`src/rtl/keyboard_scanner_pkg.sv`:
```
// Shared keypad geometry, vector type and column-drive helper for the keyboard scanner.
package keyboard_scanner_pkg;

    localparam int unsigned KEYBOARD_ROW_COUNT = 4;
    localparam int unsigned KEYBOARD_COL_COUNT = 4;
    localparam int unsigned KEYBOARD_COUNT     = KEYBOARD_ROW_COUNT * KEYBOARD_COL_COUNT;
    localparam int unsigned COL_W              = 2;
    localparam int unsigned STABLE_W           = 4;

    typedef logic [KEYBOARD_COUNT-1:0] key_vec_t;

    // Active-low one-hot drive pattern for a column index
    function automatic logic [KEYBOARD_COL_COUNT-1:0] col_drive(input logic [COL_W-1:0] col);
        return ~(4'b0001 << col);
    endfunction

endpackage

```
`src/rtl/keyboard_scanner_if.sv`:
```
// Keypad matrix lines plus the published-vector handshake between scanner and consumer.
interface keyboard_scanner_if;
    import keyboard_scanner_pkg::*;

    logic [KEYBOARD_ROW_COUNT-1:0] kb_row;
    logic [KEYBOARD_COL_COUNT-1:0] kb_col;
    key_vec_t                      keys;
    logic                          key_valid;
    logic                          key_ack;
    logic                          overrun;

    modport master (
        input  kb_row, key_ack,
        output kb_col, keys, key_valid, overrun
    );

    modport slave (
        output kb_row, key_ack,
        input  kb_col, keys, key_valid, overrun
    );

endinterface

```
`src/rtl/keyboard_scanner_debouncer.sv`:
```
// Frame debouncer: publishes a frame once it has been seen DEBOUNCE_FRAMES times in a row.
module keyboard_debouncer
    import keyboard_scanner_pkg::*;
#(
    parameter int unsigned DEBOUNCE_FRAMES = 3
) (
    input  logic     clk_ctrl,
    input  logic     reset,
    input  key_vec_t frame,
    input  logic     commit,
    input  key_vec_t keys,
    output logic     publish_c,
    output key_vec_t stable_frame_c
);

    localparam logic [STABLE_W-1:0] CNT_MAX = STABLE_W'(DEBOUNCE_FRAMES);

    key_vec_t            last_frame;
    key_vec_t            last_frame_n;
    logic [STABLE_W-1:0] stable_cnt;
    logic [STABLE_W-1:0] stable_cnt_n;

    // Run-length of identical frames, saturating at the threshold
    always_comb begin
        last_frame_n = last_frame;
        stable_cnt_n = stable_cnt;
        if (commit) begin
            if (frame == last_frame) begin
                stable_cnt_n = (stable_cnt >= CNT_MAX) ? CNT_MAX : stable_cnt + STABLE_W'(1);
            end else begin
                last_frame_n = frame;
                stable_cnt_n = STABLE_W'(1);
            end
        end
        publish_c      = commit && (stable_cnt_n == CNT_MAX) && (frame != keys);
        stable_frame_c = last_frame_n;
    end

    always_ff @(posedge clk_ctrl or posedge reset) begin
        if (reset) begin
            last_frame <= '1;
            stable_cnt <= '0;
        end else begin
            last_frame <= last_frame_n;
            stable_cnt <= stable_cnt_n;
        end
    end

endmodule

```
`src/rtl/keyboard_scanner.sv`:
```
// 4x4 keypad column scanner with change-event handshake and overrun flag.
// Define KEYBOARD_DEBOUNCE_EN to require several identical frames before publishing.
module keyboard_scanner
    import keyboard_scanner_pkg::*;
#(
    parameter int unsigned SCAN_DIV        = 4,
    parameter int unsigned DEBOUNCE_FRAMES = 3
) (
    input  logic                clk_ctrl,
    input  logic                reset,
    keyboard_scanner_if.master  bus
);

    localparam int unsigned DIV_W = (SCAN_DIV > 2) ? $clog2(SCAN_DIV) : 1;
    localparam logic [DIV_W-1:0] DIV_LAST = DIV_W'(SCAN_DIV - 1);

    localparam logic [1:0] ST_SETTLE = 2'd0;
    localparam logic [1:0] ST_SAMPLE = 2'd1;
    localparam logic [1:0] ST_COMMIT = 2'd2;

    generate
        if (SCAN_DIV < 2 || DEBOUNCE_FRAMES < 1 || DEBOUNCE_FRAMES > 15) begin : g_bad_cfg
            $error("keyboard_scanner: SCAN_DIV or DEBOUNCE_FRAMES out of range");
        end
    endgenerate

    logic [1:0]       state, state_n;
    logic [COL_W-1:0] col, col_n;
    logic [DIV_W-1:0] div_cnt, div_cnt_n;
    logic [3:0]       kb_col_q, kb_col_n;
    key_vec_t         frame, frame_n;
    key_vec_t         keys_q, keys_n;
    logic             valid_q, valid_n;
    logic             ovr_q, ovr_n;
    logic             commit_c;
    logic             publish_c;
    key_vec_t         pub_vec_c;

    assign commit_c = (state == ST_COMMIT);

`ifdef KEYBOARD_DEBOUNCE_EN
    keyboard_debouncer #(
        .DEBOUNCE_FRAMES (DEBOUNCE_FRAMES)
    ) u_debouncer (
        .clk_ctrl       (clk_ctrl),
        .reset          (reset),
        .frame          (frame),
        .commit         (commit_c),
        .keys           (keys_q),
        .publish_c      (publish_c),
        .stable_frame_c (pub_vec_c)
    );
`else
    assign publish_c = commit_c && (frame != keys_q);
    assign pub_vec_c = frame;
`endif

    // Scan sequencing, frame capture and event handshake
    always_comb begin
        state_n   = state;
        col_n     = col;
        div_cnt_n = div_cnt;
        kb_col_n  = kb_col_q;
        frame_n   = frame;
        keys_n    = keys_q;
        valid_n   = valid_q;
        ovr_n     = ovr_q;

        case (state)
            ST_SETTLE: begin
                if (div_cnt == DIV_LAST) begin
                    state_n   = ST_SAMPLE;
                    div_cnt_n = '0;
                end else begin
                    div_cnt_n = div_cnt + DIV_W'(1);
                end
            end
            ST_SAMPLE: begin
                frame_n[{col, 2'b00} +: 4] = bus.kb_row;
                if (col == COL_W'(KEYBOARD_COL_COUNT - 1)) begin
                    state_n  = ST_COMMIT;
                    kb_col_n = 4'hF;
                end else begin
                    state_n  = ST_SETTLE;
                    col_n    = col + COL_W'(1);
                    kb_col_n = col_drive(col + COL_W'(1));
                end
            end
            ST_COMMIT: begin
                state_n  = ST_SETTLE;
                col_n    = '0;
                kb_col_n = col_drive('0);
            end
            default: begin
                state_n   = ST_SETTLE;
                col_n     = '0;
                div_cnt_n = '0;
                kb_col_n  = col_drive('0);
            end
        endcase

        // A same-edge publish keeps the event pending; an unacked one is an overrun
        if (publish_c) begin
            keys_n  = pub_vec_c;
            valid_n = 1'b1;
            if (valid_q && !bus.key_ack) begin
                ovr_n = 1'b1;
            end else if (valid_q && bus.key_ack) begin
                ovr_n = 1'b0;
            end
        end else if (valid_q && bus.key_ack) begin
            valid_n = 1'b0;
            ovr_n   = 1'b0;
        end
    end

    always_ff @(posedge clk_ctrl or posedge reset) begin
        if (reset) begin
            state    <= ST_SETTLE;
            col      <= '0;
            div_cnt  <= '0;
            kb_col_q <= 4'b1110;
            frame    <= '1;
            keys_q   <= '1;
            valid_q  <= 1'b0;
            ovr_q    <= 1'b0;
        end else begin
            state    <= state_n;
            col      <= col_n;
            div_cnt  <= div_cnt_n;
            kb_col_q <= kb_col_n;
            frame    <= frame_n;
            keys_q   <= keys_n;
            valid_q  <= valid_n;
            ovr_q    <= ovr_n;
        end
    end

    assign bus.kb_col    = kb_col_q;
    assign bus.keys      = keys_q;
    assign bus.key_valid = valid_q;
    assign bus.overrun   = ovr_q;

endmodule

```
`src/flat_wrapper.sv`:
```
// flat-port wrapper written by rule: the top's interface ports become plain ports
module keyboard_scanner_flat import keyboard_scanner_pkg::*;
#(
    parameter int unsigned SCAN_DIV        = 4,
    parameter int unsigned DEBOUNCE_FRAMES = 3
)
  (clk_ctrl, reset, bus_kb_row, bus_key_ack, bus_kb_col, bus_keys, bus_key_valid, bus_overrun);
  keyboard_scanner_if bus_i ();
  input  logic clk_ctrl;
  input  logic reset;
  input wire logic [$bits(bus_i.kb_row)-1:0] bus_kb_row;
  input wire logic [$bits(bus_i.key_ack)-1:0] bus_key_ack;
  output wire logic [$bits(bus_i.kb_col)-1:0] bus_kb_col;
  output wire logic [$bits(bus_i.keys)-1:0] bus_keys;
  output wire logic [$bits(bus_i.key_valid)-1:0] bus_key_valid;
  output wire logic [$bits(bus_i.overrun)-1:0] bus_overrun;
  assign bus_i.kb_row = bus_kb_row;
  assign bus_i.key_ack = bus_key_ack;
  assign bus_kb_col = bus_i.kb_col;
  assign bus_keys = bus_i.keys;
  assign bus_key_valid = bus_i.key_valid;
  assign bus_overrun = bus_i.overrun;
  keyboard_scanner #(.SCAN_DIV(SCAN_DIV), .DEBOUNCE_FRAMES(DEBOUNCE_FRAMES)) u_core (.clk_ctrl(clk_ctrl), .reset(reset), .bus(bus_i));
endmodule
```
`config.mk`:
```
export PLATFORM = sky130hd
export DESIGN_NAME = keyboard_scanner_flat
export DESIGN_NICKNAME = d
export VERILOG_FILES = /design/src/rtl/keyboard_scanner_pkg.sv /design/src/rtl/keyboard_scanner_if.sv /design/src/rtl/keyboard_scanner_debouncer.sv /design/src/rtl/keyboard_scanner.sv /design/src/flat_wrapper.sv
export SDC_FILE = /design/constraint.sdc
export NUM_CORES = 1
export LEC_CHECK = 0
export BUFFER_PORTS_ARGS = -buffer_cell sky130_fd_sc_hd__buf_4
export CAP_MARGIN = 20
export CORE_UTILIZATION = 61
export CTS_BUF_LIST = sky130_fd_sc_hd__clkbuf_8
export DETAILED_ROUTE_END_ITERATION = 10
export PLACE_DENSITY = 0.84
export SLEW_MARGIN = 20
export SYNTH_ARGS = -nofsm -noshare
export SYNTH_HDL_FRONTEND = slang
export SYNTH_HIERARCHICAL = 1
export SYNTH_SLANG_ARGS = --single-unit
```
`constraint.sdc`:
```
create_clock -name clk_ctrl -period 6.1 [get_ports clk_ctrl]
set_input_delay 0.305 -clock clk_ctrl [delete_from_list [all_inputs] [get_ports clk_ctrl]]
set_output_delay 0.305 -clock clk_ctrl [all_outputs]
set_load 0.01 [all_outputs]
```
==> implementation parameters, run 1 <==
Parameter                              Value

Yosys
  Top cells by area in the synthesized netlist    sky130_fd_sc_hd__dfstp_2 44%, sky130_fd_sc_hd__dfrtp_1 11%, sky130_fd_sc_hd__mux2_2 9.1%, sky130_fd_sc_hd__nand2_1 7.5%, sky130_fd_sc_hd__xnor2_1 6.7%
  Synthesized netlist net count    204
  Area share of the largest cell type after synthesis    0.437
  Syn Inst Count    186
  EDFF count, synth    0
  Netlist area before placement    about 2100 um^2
  Most frequent cell after synthesis    sky130_fd_sc_hd__nand2_1
  Library cells used by synthesis    23
  Most used flip-flop cell after synthesis    sky130_fd_sc_hd__dfstp_2
  Async set-or-reset flop fraction in the synthesized netlist    1.00
  Top cell type by total area after synthesis    sky130_fd_sc_hd__dfstp_2
  Post-Synthesis Mean Instance Area    11.3 um^2
  Ranking of synthesized cells by instance count    42 x sky130_fd_sc_hd__nand2_1, 35 x sky130_fd_sc_hd__dfstp_2, 20 x sky130_fd_sc_hd__o21ai_0
  Sequential fraction of the synthesis area    0.544
  Yosys warnings    6
  Number of flip-flops and latches in the synthesized netlist    44

GRT
  Gr usage total    0.258
  Maximum number of pins on one net before global-route repair    45
  Number of global-route vias before repair    roughly 1400
  Overflow left after global routing    0
  Wire length of the first global-routing pass    6770 um
  Initial antenna violation count    0

Drt
  Routed wire length    4000 um
  Vias after detailed routing    between 1000 and 1500
  Wire length on met1    1700 um
  Met3 wire length    131 um
  Met2 wirelength from detailed routing    about 2100 um
  Remaining antenna violation count after routing    0
  Number of optimization iterations in the first detailed-route pass    4
  Average wire per cell in the routed design    15.1 um
  Via density per instance    roughly 5.4
  1st-iter DRT viols    between 80 and 90
  Number of DRC violations after detailed routing    0
  Highest metal layer with signal wires    met4

STA
  Actual slew at the worst max-slew pin    0.696 ns
  Rel. slew slack    0.535
  Unrepaired setup endpoints after global routing    false
  Number of hold violations in the final report    0
  Upper clock frequency limit    424 MHz
  Clock period minus final worst setup slack    around 2.4 ns
  Final setup violation count    0
  Setup Skew    0.00350 ns
  Share of the clock period used by the worst path after layout    0.386
  Final setup TNS    0 ns
  Final max-slew violation count    0

Layout
  Fraction of layout cells with a size suffix above 1    0.403
  Antenna diode count    0
  Area growth from synthesis to layout    16.7%
  Net count reported at finish    238
  Final standard cell count with taps included and fillers excluded    265

Critical path
  Critical Path RT    6.32 ns
  Critical Path AT    2.57 ns
  Worst Path Max Fanout    10
  Critical path endpoint category    flip-flop
  Cell breakdown of the critical path    xnor2_1 > nand4_1 > o41ai_4 > buf_4 > mux2_2
  Start-to-end type of the worst setup path    reg2reg
  Max incr delay on CP    a little over 0.7 ns
  Critical-path top delay cell    sky130_fd_sc_hd__o41ai_4
  Kind of start point of the critical path    flip-flop

Floorplan
  Die area    between 3000 and 4000 um^2
  Vertical die dimension    between 60 and 70 um
  Standard cell core area    3150 um^2
  Ports placed on the boundary    29
  Width of the die    about 61 um
  Number of cell rows    20
  Starting density of the core    0.667

Power
  LEAKAGE    0.00105 uW
  Portion of total power attributed to combinational logic    0.081
  Reported net switching power    roughly 120 uW
  Internal power consumption    424 uW
  Part of the power in the clock network    0.326
  Max rail drop VDD    0.165 mV
  Share of total power consumed by net switching    0.222
  Sequential fraction of design power    0.593
  Cell area power density    222 nW/um^2

CTS
  TritonCTS buffer count    5
  Clock transition at the register clock pins on the worst setup and hold paths after CTS    0.08 ns
  H-tree Lvls    2
  Cts hold-fix bufs    0
  Clk root buf    sky130_fd_sc_hd__clkbuf_8
  Number of cells upsized or downsized after cts    0
  Number of buffers inserted to repair setup after CTS    0
  Maximum buffer depth of the clock tree    2
  TritonCTS clock tree    built
  CTS Sinks    44
  Worst-skew pair later-pin latency    about 0.29 ns

Min path
  Hold Crit Class    in2async

Place
  IO Port Bufs    28
  Total placed cells including tap cells    between 200 and 300
  HPWL reported at the end of detailed placement    2970 um
  Routability Congestion    0.791

Status
  Run status    complete, no violations

Job
  Max-cap viol count    0
critical path: cells and delay by family, from the launching register on:
family          cells  cell delay (ns)
compound gates      1             0.71
flops               1             0.56
mux                 1             0.36
buf+inv             1             0.31
simple gates        1             0.21
xor+xnor            1             0.13
registers in the layout, summed over array words and instances, names as in the netlist, named ones only:
| name | cells |
|---|---|
| u_core/bus.keys | 16 |
| u_core/frame | 16 |
| u_core/bus.kb_col | 4 |
| u_core/col | 2 |
| u_core/div_cnt | 2 |
| u_core/state | 2 |
| u_core/bus.key_valid | 1 |
cells in the final DEF, fill, tap and decap left out, drive strengths merged:
cell type	netlist	routed
nand2	42	42
dfstp	35	35
buf	1	30
o21ai	20	20
mux2	17	17
xnor2	16	16
ha	11	11
inv	7	9
dfrtp	9	9
clkbuf	2	6
nand4	4	4
nor3	3	3
nor2b	3	3
a21oi	3	3
nor3b	3	3
a21o	3	3
o41ai	1	1
and2	1	1
o31ai	1	1
nand2b	1	1
nand3	1	1
a22o	1	1
o21a	1	1
per-stage QoR:
stage	power, uW	instance area (um^2)	util	hold slack [ns]	setup WS (ns)
2_1_floorplan	351	2100	-	0.401	4.06
3_3_place_gp	369	2360	0.748	0.457	3.68
3_5_place_dp	372	2360	0.748	0.474	3.61
4_1_cts	550	2450	0.777	0.159	3.60
5_1_grt	567	2460	0.779	0.208	3.67
6_report	544	2460	0.779	0.142	3.74
per-layer routing:
| layer | global-route usage | vias to the layer above |
|---|---|---|
| met4 | 0.0877 | 0 |
| met3 | 0.0640 | 9 |
| met5 | 0 | - |
| met2 | 0.444 | 39 |
| li1 | - | 691 |
| met1 | 0.319 | 696 |
cells by family after synthesis:
| group | count (synthesis) | synth area share |
|---|---|---|
| fa+ha+maj | 11 | 0.0654 |
| simple gates | 58 | 0.122 |
| flops | 44 | 0.544 |
| xor+xnor | 16 | 0.0666 |
| mux | 17 | 0.0910 |
| buf+inv | 10 | 0.0214 |
| compound gates | 30 | 0.0898 |
power groups by stage:
| stage | logic, uW | clock network, uW | registers, uW |
|---|---|---|---|
| after floorplan | 23.4 | 0 | 327 |
| after global placement | 42.8 | 0 | 326 |
| after detailed placement | 44.5 | 0 | 328 |
| after CTS | 44.6 | 183 | 323 |
| after global routing | 49.2 | 193 | 325 |
| final | 44.1 | 177 | 323 |
path summary, 6_finish.rpt:
path                                              start                                to  slack, ns  cells past startpoint
setup / recovery           u_core/frame[14]$_DFFE_PP1P_    u_core/bus.keys[9]$_DFFE_PP1P_       3.74                      5
hold / removal                                    reset  u_core/bus.kb_col[0]$_DFFE_PP0N_       0.14                      3
setup reg to reg           u_core/frame[14]$_DFFE_PP1P_    u_core/bus.keys[9]$_DFFE_PP1P_       3.74                      5
hold reg to reg            u_core/frame[14]$_DFFE_PP1P_      u_core/frame[14]$_DFFE_PP1P_       0.50                      2
max in group asynchronous                         reset      u_core/frame[15]$_DFFE_PP1P_       5.57                      3
min in group clk_ctrl                       bus_key_ack  u_core/bus.key_valid$_DFFE_PP0P_       0.21                      2
area by class of cell:
class | instances | area, um^2
multi-input combinational | 132 | 915
clock buffer | 6 | 82.6
fill | 225 | 697
tap | 44 | 55.1
timing repair buffer | 30 | 225
clock inverter | 2 | 7.51
sequential | 44 | 1140
inverter | 7 | 26.3
Note: power is estimated with default switching activity, not from simulation.
==> run 2, diff against run 1 <==
--- a/config.mk
+++ b/config.mk
@@ -7,10 +7,10 @@
 export LEC_CHECK = 0
 export BUFFER_PORTS_ARGS = -buffer_cell sky130_fd_sc_hd__buf_4
 export CAP_MARGIN = 20
-export CORE_UTILIZATION = 61
+export CORE_UTILIZATION = 53
 export CTS_BUF_LIST = sky130_fd_sc_hd__clkbuf_8
 export DETAILED_ROUTE_END_ITERATION = 10
-export PLACE_DENSITY = 0.84
+export PLACE_DENSITY = 0.77
 export SLEW_MARGIN = 20
 export SYNTH_ARGS = -nofsm -noshare
 export SYNTH_HDL_FRONTEND = slang
==> constraint.sdc (replaced) <==
create_clock -name clk_ctrl -period 1.9 [get_ports clk_ctrl]
set_input_delay 0.095 -clock clk_ctrl [delete_from_list [all_inputs] [get_ports clk_ctrl]]
set_output_delay 0.095 -clock clk_ctrl [all_outputs]
set_load 0.01 [all_outputs]
==> run 2 against run 1 <==
- the run now ends with setup timing left
- critical endpoint is now u_core/bus.keys[1]$_DFFE_PP1P_
- total power grew to 3.5 times the previous value
- clock-buffer cell count shrank 1
- cell area rose by 7.9%
- non-clock buffer count increased by 13
- first-iteration DRC count decreased by 35%
- hold slack worse by 0.11 ns
- sequential share of layout area decreased by 3.4 points
- largest power group unchanged
==> implementation parameters, run 2 (synthesized netlist as in run 1, its figures left out) <==
Parameter                              Value

Critical path
  Max incr delay on CP    0.56 ns (-0.15 ns)
  Cell breakdown of the critical path    xnor2_2 > nand4_1 > o41ai_4 > buf_6 > mux2_2
  Critical Path AT    2.18 ns (-0.39 ns)
  Critical Path RT    2.13 ns (-4.19 ns)
  Crit path launch    u_core/bus.keys[13]$_DFFE_PP1P_
  Worst Path Max Fanout    9 (-1)
  Start-to-end type of the worst setup path    reg2reg
  Kind of start point of the critical path    flip-flop
  Critical-path top delay cell    sky130_fd_sc_hd__dfstp_2
  Critical path endpoint category    flip-flop
  Start of the worst register-to-register path    u_core/bus.keys[13]$_DFFE_PP1P_

STA
  Rel. slew slack    0.643 (+0.108)
  Number of hold violations in the final report    0 (unchanged)
  Actual slew at the worst max-slew pin    0.536 ns (-0.160 ns)
  Worst setup slack after layout    -0.0535 ns (-3.80 ns)
  Upper clock frequency limit    512 MHz (+21%)
  Unrepaired setup endpoints after global routing    true
  Final setup TNS    -0.373 ns (-0.373 ns)
  Clock period minus final worst setup slack    1.95 ns (-0.403 ns)
  Final max-slew violation count    0 (unchanged)
  Setup Skew    0.00553 ns (+0.00203 ns)
  Share of the clock period used by the worst path after layout    1.03 (+0.642)
  Final setup violation count    16 (+16)

Power
  LEAKAGE    0.00119 uW (+13%)
  Cell area power density    720 nW/um^2 (+220%)
  Max rail drop VDD    0.559 mV (+240%)

CTS
  Clk root buf    sky130_fd_sc_hd__clkbuf_8
  TritonCTS buffer count    5 (unchanged)
  Clock transition at the register clock pins on the worst setup and hold paths after CTS    0.08 ns (about the same)
  TritonCTS clock tree    built
  H-tree Lvls    2 (unchanged)
  CTS Sinks    44 (unchanged)
  Maximum buffer depth of the clock tree    2 (unchanged)
  Worst-skew pair later-pin latency    0.30 ns (about the same)

Layout
  Most common library cell in the layout ignoring fill and taps    sky130_fd_sc_hd__nand2_1
  Final standard cell count with taps included and fillers excluded    282 (+6.4%)
  Area growth from synthesis to layout    25.9%
  Top library cells by usage in the layout, fill and taps aside    42 x sky130_fd_sc_hd__nand2_1, 39 x sky130_fd_sc_hd__buf_4, 35 x sky130_fd_sc_hd__dfstp_2
  Fraction of layout cells with a size suffix above 1    0.444 (+0.0417)
  Net count reported at finish    251 (+5.5%)
  Antenna diode count    0 (unchanged)

Floorplan
  Ports placed on the boundary    29 (unchanged)
  Starting density of the core    0.562 (-0.105)
  Die area    4230 um^2 (+15%)
  Width of the die    65.0 um (+7.0%)
  Vertical die dimension    65.0 um (+7.0%)
  Number of cell rows    22 (+10%)
  Standard cell core area    3740 um^2 (+19%)

Drt
  Average wire per cell in the routed design    14.7 um (-2.3%)
  Vias after detailed routing    1436 (+0.070%)
  Number of optimization iterations in the first detailed-route pass    4 (unchanged)
  1st-iter DRT viols    53 (-35%)
  Remaining antenna violation count after routing    0 (unchanged)
  Number of DRC violations after detailed routing    0 (unchanged)
  Via density per instance    5.09 (-6.0%)
  Routed wire length    4160 um (+4.0%)

GRT
  Gr usage total    0.227 (-0.0315)
  GR Layer Usage met1    0.288 (-0.0312)
  Wire length of the first global-routing pass    7180 um (+6.0%)
  Most used routing layer    met2
  Global routing usage on met3    0.0317 (-0.0323)
  Overflow left after global routing    0 (unchanged)
  Initial antenna violation count    0 (unchanged)
  Number of global-route vias before repair    1518 (+4.8%)
  GR Layer Usage met2    0.397 (-0.0471)
  Maximum number of pins on one net before global-route repair    45 (unchanged)

Place
  IO Port Bufs    28 (unchanged)
  Total placed cells including tap cells    265 (+3.5%)
  Routability Congestion    0.821 (+3.8%)
  HPWL reported at the end of detailed placement    3050 um (+2.8%)

Min path
  Hold Crit Class    in2reg
  Worst Min Path Start    bus_kb_row[1]

Status
  Violated checks    setup timing
  Run status    finished, violations left

Job
  Max-cap viol count    0 (unchanged)
[run 2: final cells by class]
type | instances | area (um^2)
clock inverter | 3 | 42.5
fill | 296 | 1090
multi-input combinational | 132 | 972
sequential | 44 | 1140
clock buffer | 5 | 68.8
timing repair buffer | 43 | 335
inverter | 7 | 26.3
tap | 48 | 60.1
[run 2: metal layers]
layer | wire (um) | part of all wire
met5 | 0 | 0
met4 | 49 | 0.012
met3 | 93 | 0.022
met2 | 2210 | 0.53
met1 | 1800 | 0.43
[run 2: worst paths after layout]
| kind | endpoint | slack, ns | cells past startpoint |
|---|---|---|---|
| min in group asynchronous | async pin | 0.50 | 4 |
| worst min-delay path | u_core/frame[9]$_DFFE_PP1P_ | 0.04 | 3 |
| worst max-delay path | u_core/bus.keys[1]$_DFFE_PP1P_ | -0.05 | 5 |
| worst max register to register | u_core/bus.keys[1]$_DFFE_PP1P_ | -0.05 | 5 |
| worst min register to register | u_core/frame[14]$_DFFE_PP1P_ | 0.48 | 2 |
| max in group asynchronous | u_core/frame[6]$_DFFE_PP1P_ | 1.02 | 4 |
[run 2: stage by stage]
stage / setup slack (ns) / hold slack, ns / utilization / power (uW) / cell area, um^2
floorplan: -0.140 / 0.191 / - / 1130 / 2130
CTS: -0.0717 / 0.0273 / 0.701 / 1930 / 2620
detailed placement: -0.0859 / 0.266 / 0.649 / 1200 / 2430
global route: -0.105 / 0.0510 / 0.708 / 1990 / 2650
global placement: -0.0192 / 0.251 / 0.649 / 1190 / 2430
finish: -0.0535 / 0.0362 / 0.708 / 1910 / 2650
[run 2: repair_timing]
item,4_1_cts,5_1_grt
endpoints found under the setup margin,16,19
endpoints found under the hold margin,10,0
setup buffers,5,2
pin swaps,0,0
gates resized for setup,7,2
hold buffers,2,0
[run 2: report_power, final]
part	total, uW	leakage [uW]	switching [uW]	internal [uW]
sequential	1040	0.000479	34.5	1000
clock	710	0.0000541	321	389
combinational	164	0.000656	71.4	92.1
[run 2: critical path: cells and delay by family, from the launching register on]
kind / cells / cell delay, ns
DFF: 1 / 0.56
AOI/OAI and AO/OA: 1 / 0.46
muxes: 1 / 0.35
buffers and inverters: 1 / 0.21
and+or+nand+nor: 1 / 0.19
xor gates and xnor gates: 1 / 0.11
==> run 3, diff against run 2 <==
==> constraint.sdc (replaced) <==
create_clock -name clk_ctrl -period 1.9 [get_ports clk_ctrl]
set_input_delay 0.285 -clock clk_ctrl [delete_from_list [all_inputs] [get_ports clk_ctrl]]
set_output_delay 0.285 -clock clk_ctrl [all_outputs]
set_load 0.01 [all_outputs]
==> run 3 against run 2 <==
- the flow finishes with violations (hold timing, setup timing)
- fmax decreased by 1.7%
- sequential share of layout area decreased by 0.84 points
- cell count rose by 2.5%
- non-clock buffer count up 7
- first-iteration DRC count grew 26%
- flip-flop and latch count did not move
- clock skew increased by 0.0032 ns
- global-route usage increased by 1.2 points
- combinational power rose by 15%
==> implementation parameters, run 3 (synthesized netlist as in run 1, its figures left out) <==
Parameter                              Value

CTS
  Clk root buf    sky130_fd_sc_hd__clkbuf_8
  CTS Sinks    44 (unchanged)
  Maximum buffer depth of the clock tree    2 (unchanged)
  TritonCTS clock tree    built
  Cts hold-fix bufs    0 (-2)
  H-tree Lvls    2 (unchanged)
  Clock transition at the register clock pins on the worst setup and hold paths after CTS    0.07 ns (about the same)
  Worst-skew pair later-pin latency    0.30 ns (about the same)
  TritonCTS buffer count    5 (unchanged)

Power
  Max rail drop VDD    0.343 mV (-39%)
  LEAKAGE    0.00125 uW (+5.2%)
  Cell area power density    653 nW/um^2 (-9.4%)
  Overall Power    1760 uW (-7.6%)

GRT
  Number of global-route vias before repair    1554 (+2.4%)
  Overflow left after global routing    0 (unchanged)
  Gr usage total    0.238 (+0.0116)
  Initial antenna violation count    0 (unchanged)
  Maximum number of pins on one net before global-route repair    35 (-22%)
  Wire length of the first global-routing pass    7360 um (+2.6%)

Critical path
  Cell breakdown of the critical path    xnor2_2 > nand4_1 > o41ai_4 > buf_4 > mux2_4
  Start-to-end type of the worst setup path    reg2reg
  Start of the worst register-to-register path    u_core/bus.keys[11]$_DFFE_PP1P_
  Critical path endpoint category    flip-flop
  Critical Path RT    2.12 ns (about the same)
  Number of cell instances on the worst register-to-register path    5 (unchanged)
  Max incr delay on CP    0.59 ns (+0.03 ns)
  Register-to-register setup slack    -0.09 ns (-0.03 ns)
  Worst Path Max Fanout    4 (-5)
  Kind of start point of the critical path    flip-flop
  Destination of the worst register-to-register timing path    u_core/bus.keys[6]$_DFFE_PP1P_
  Critical Path AT    2.21 ns (+0.03 ns)
  Critical-path top delay cell    sky130_fd_sc_hd__dfstp_2

STA
  Rel. slew slack    0.648 (+0.00520)
  Setup Skew    0.00872 ns (+0.00319 ns)
  Share of the clock period used by the worst path after layout    1.05 (+0.0173)
  Actual slew at the worst max-slew pin    0.524 ns (-0.0118 ns)
  Final setup violation count    17 (+1)
  Upper clock frequency limit    503 MHz (-1.7%)
  Final Hold Slack    -0.00110 ns (-0.0373 ns)
  Worst setup slack after layout    -0.0864 ns (-0.0329 ns)
  Unrepaired setup endpoints after global routing    true
  Clock period minus final worst setup slack    1.99 ns (+0.0329 ns)
  Final max-slew violation count    0 (unchanged)
  Number of hold violations in the final report    2 (+2)

Drt
  1st-iter DRT viols    67 (+26%)
  Remaining antenna violation count after routing    0 (unchanged)
  Number of optimization iterations in the first detailed-route pass    4 (unchanged)
  Routed wire length    4540 um (+9.2%)
  Highest metal layer with signal wires    met4
  Number of DRC violations after detailed routing    0 (unchanged)
  Average wire per cell in the routed design    15.7 um (+6.6%)
  Via density per instance    5.28 (+3.7%)
  Met2 wirelength from detailed routing    2440 um (+10%)
  Met3 wire length    162 um (+74%)
  Vias after detailed routing    1526 (+6.3%)
  Wire length on met1    1890 um (+4.6%)

Floorplan
  Number of cell rows    22 (unchanged)
  Width of the die    65.0 um (unchanged)
  Standard cell core area    3740 um^2 (unchanged)
  Vertical die dimension    65.0 um (unchanged)
  Die area    4230 um^2 (unchanged)
  Ports placed on the boundary    29 (unchanged)
  Starting density of the core    0.562 (unchanged)

Min path
  Hold Crit Class    in2async

Layout
  Final standard cell count with taps included and fillers excluded    289 (+2.5%)
  Net count reported at finish    258 (+2.8%)
  Most common library cell in the layout ignoring fill and taps    sky130_fd_sc_hd__buf_4
  Top library cells by usage in the layout, fill and taps aside    47 x sky130_fd_sc_hd__buf_4, 42 x sky130_fd_sc_hd__nand2_1, 35 x sky130_fd_sc_hd__dfstp_2
  Area growth from synthesis to layout    28.4%
  Fraction of layout cells with a size suffix above 1    0.465 (+0.0203)
  Antenna diode count    0 (unchanged)

Place
  IO Port Bufs    28 (unchanged)
  Routability Congestion    0.837 (+2.0%)
  Total placed cells including tap cells    266 (+0.38%)
  HPWL reported at the end of detailed placement    3070 um (+0.78%)

Job
  Max-cap viol count    0 (unchanged)

Status
  Run status    finished, violations left
  Violated checks    hold timing, setup timing
[run 3: cell count changes in the layout (fill, tap and decap cells not counted), sizes merged]
cell	change
buf	+9
dlygate4sd3	-2
inv	+2
bufinv	-1
clkinvlp	-1
[run 3: worst max-delay path by stage]
| stage | to | startpoint | slack (ns) | cells after the start |
|---|---|---|---|---|
| 2_1_floorplan | u_core/bus.keys[10]$_DFFE_PP1P_ | u_core/bus.keys[9]$_DFFE_PP1P_ | -0.14 | 5 |
| 3_3_place_gp | u_core/bus.keys[1]$_DFFE_PP1P_ | u_core/bus.keys[13]$_DFFE_PP1P_ | -0.02 | 5 |
| 3_5_place_dp | u_core/bus.keys[2]$_DFFE_PP1P_ | u_core/bus.keys[13]$_DFFE_PP1P_ | -0.06 | 5 |
| 4_1_cts | u_core/bus.keys[15]$_DFFE_PP1P_ | u_core/bus.keys[1]$_DFFE_PP1P_ | -0.05 | 5 |
| 5_1_grt | u_core/bus.keys[12]$_DFFE_PP1P_ | u_core/bus.keys[11]$_DFFE_PP1P_ | -0.14 | 5 |
| 6_report | u_core/bus.keys[6]$_DFFE_PP1P_ | u_core/bus.keys[11]$_DFFE_PP1P_ | -0.09 | 5 |
[run 3: report_power, final]
group          switching (uW)  internal [uW]
clock                     294            247
sequential               34.2           1000
combinational            81.6            106
total                     409           1350
[run 3: worst max-delay path: cells and delay by family, from the launching register on]
| family | cells | cell delay, ns |
|---|---|---|
| AO/OA/AOI/OAI | 1 | 0.46 |
| XOR/XNOR | 1 | 0.15 |
| buffers and inverters | 1 | 0.23 |
| flip-flops | 1 | 0.59 |
| multiplexers | 1 | 0.31 |
| AND/OR/NAND/NOR | 1 | 0.17 |
[run 3: final cells by class]
type / count / area (um^2)
Sequential cell: 44 / 1140
Fill cell: 279 / 1040
Multi-Input combinational cell: 132 / 995
Timing Repair Buffer: 50 / 395
Clock buffer: 5 / 68.8
Tap cell: 48 / 60.1
Inverter: 7 / 26.3
Clock inverter: 3 / 12.5
[run 3: routing by layer]
layer | GRT usage | up-vias
li1 | - | 730
met1 | 0.273 | 760
met2 | 0.434 | 31
met3 | 0.0511 | 5
met4 | 0.0870 | 0
met5 | 0 | -
[run 3: through the flow]
step / worst slack, ns / setup TNS, ns / utilization / instance area (um^2) / hold slack, ns
floorplan: -0.140 / -1.12 / - / 2130 / 0.381
global placement: -0.0157 / -0.0962 / 0.655 / 2450 / 0.309
detailed placement: -0.0602 / -0.552 / 0.655 / 2450 / 0.323
CTS: -0.0492 / -0.452 / 0.715 / 2680 / 0.00316
global route: -0.144 / -2.11 / 0.722 / 2700 / 0.0181
finish: -0.0864 / -1.13 / 0.722 / 2700 / -0.00110
[run 3: repair_timing]
item,CTS,global route
cloned,1,0
setup endpoints to repair,16,23
pin swaps,4,3
resized for setup,13,2
setup buffers,12,2
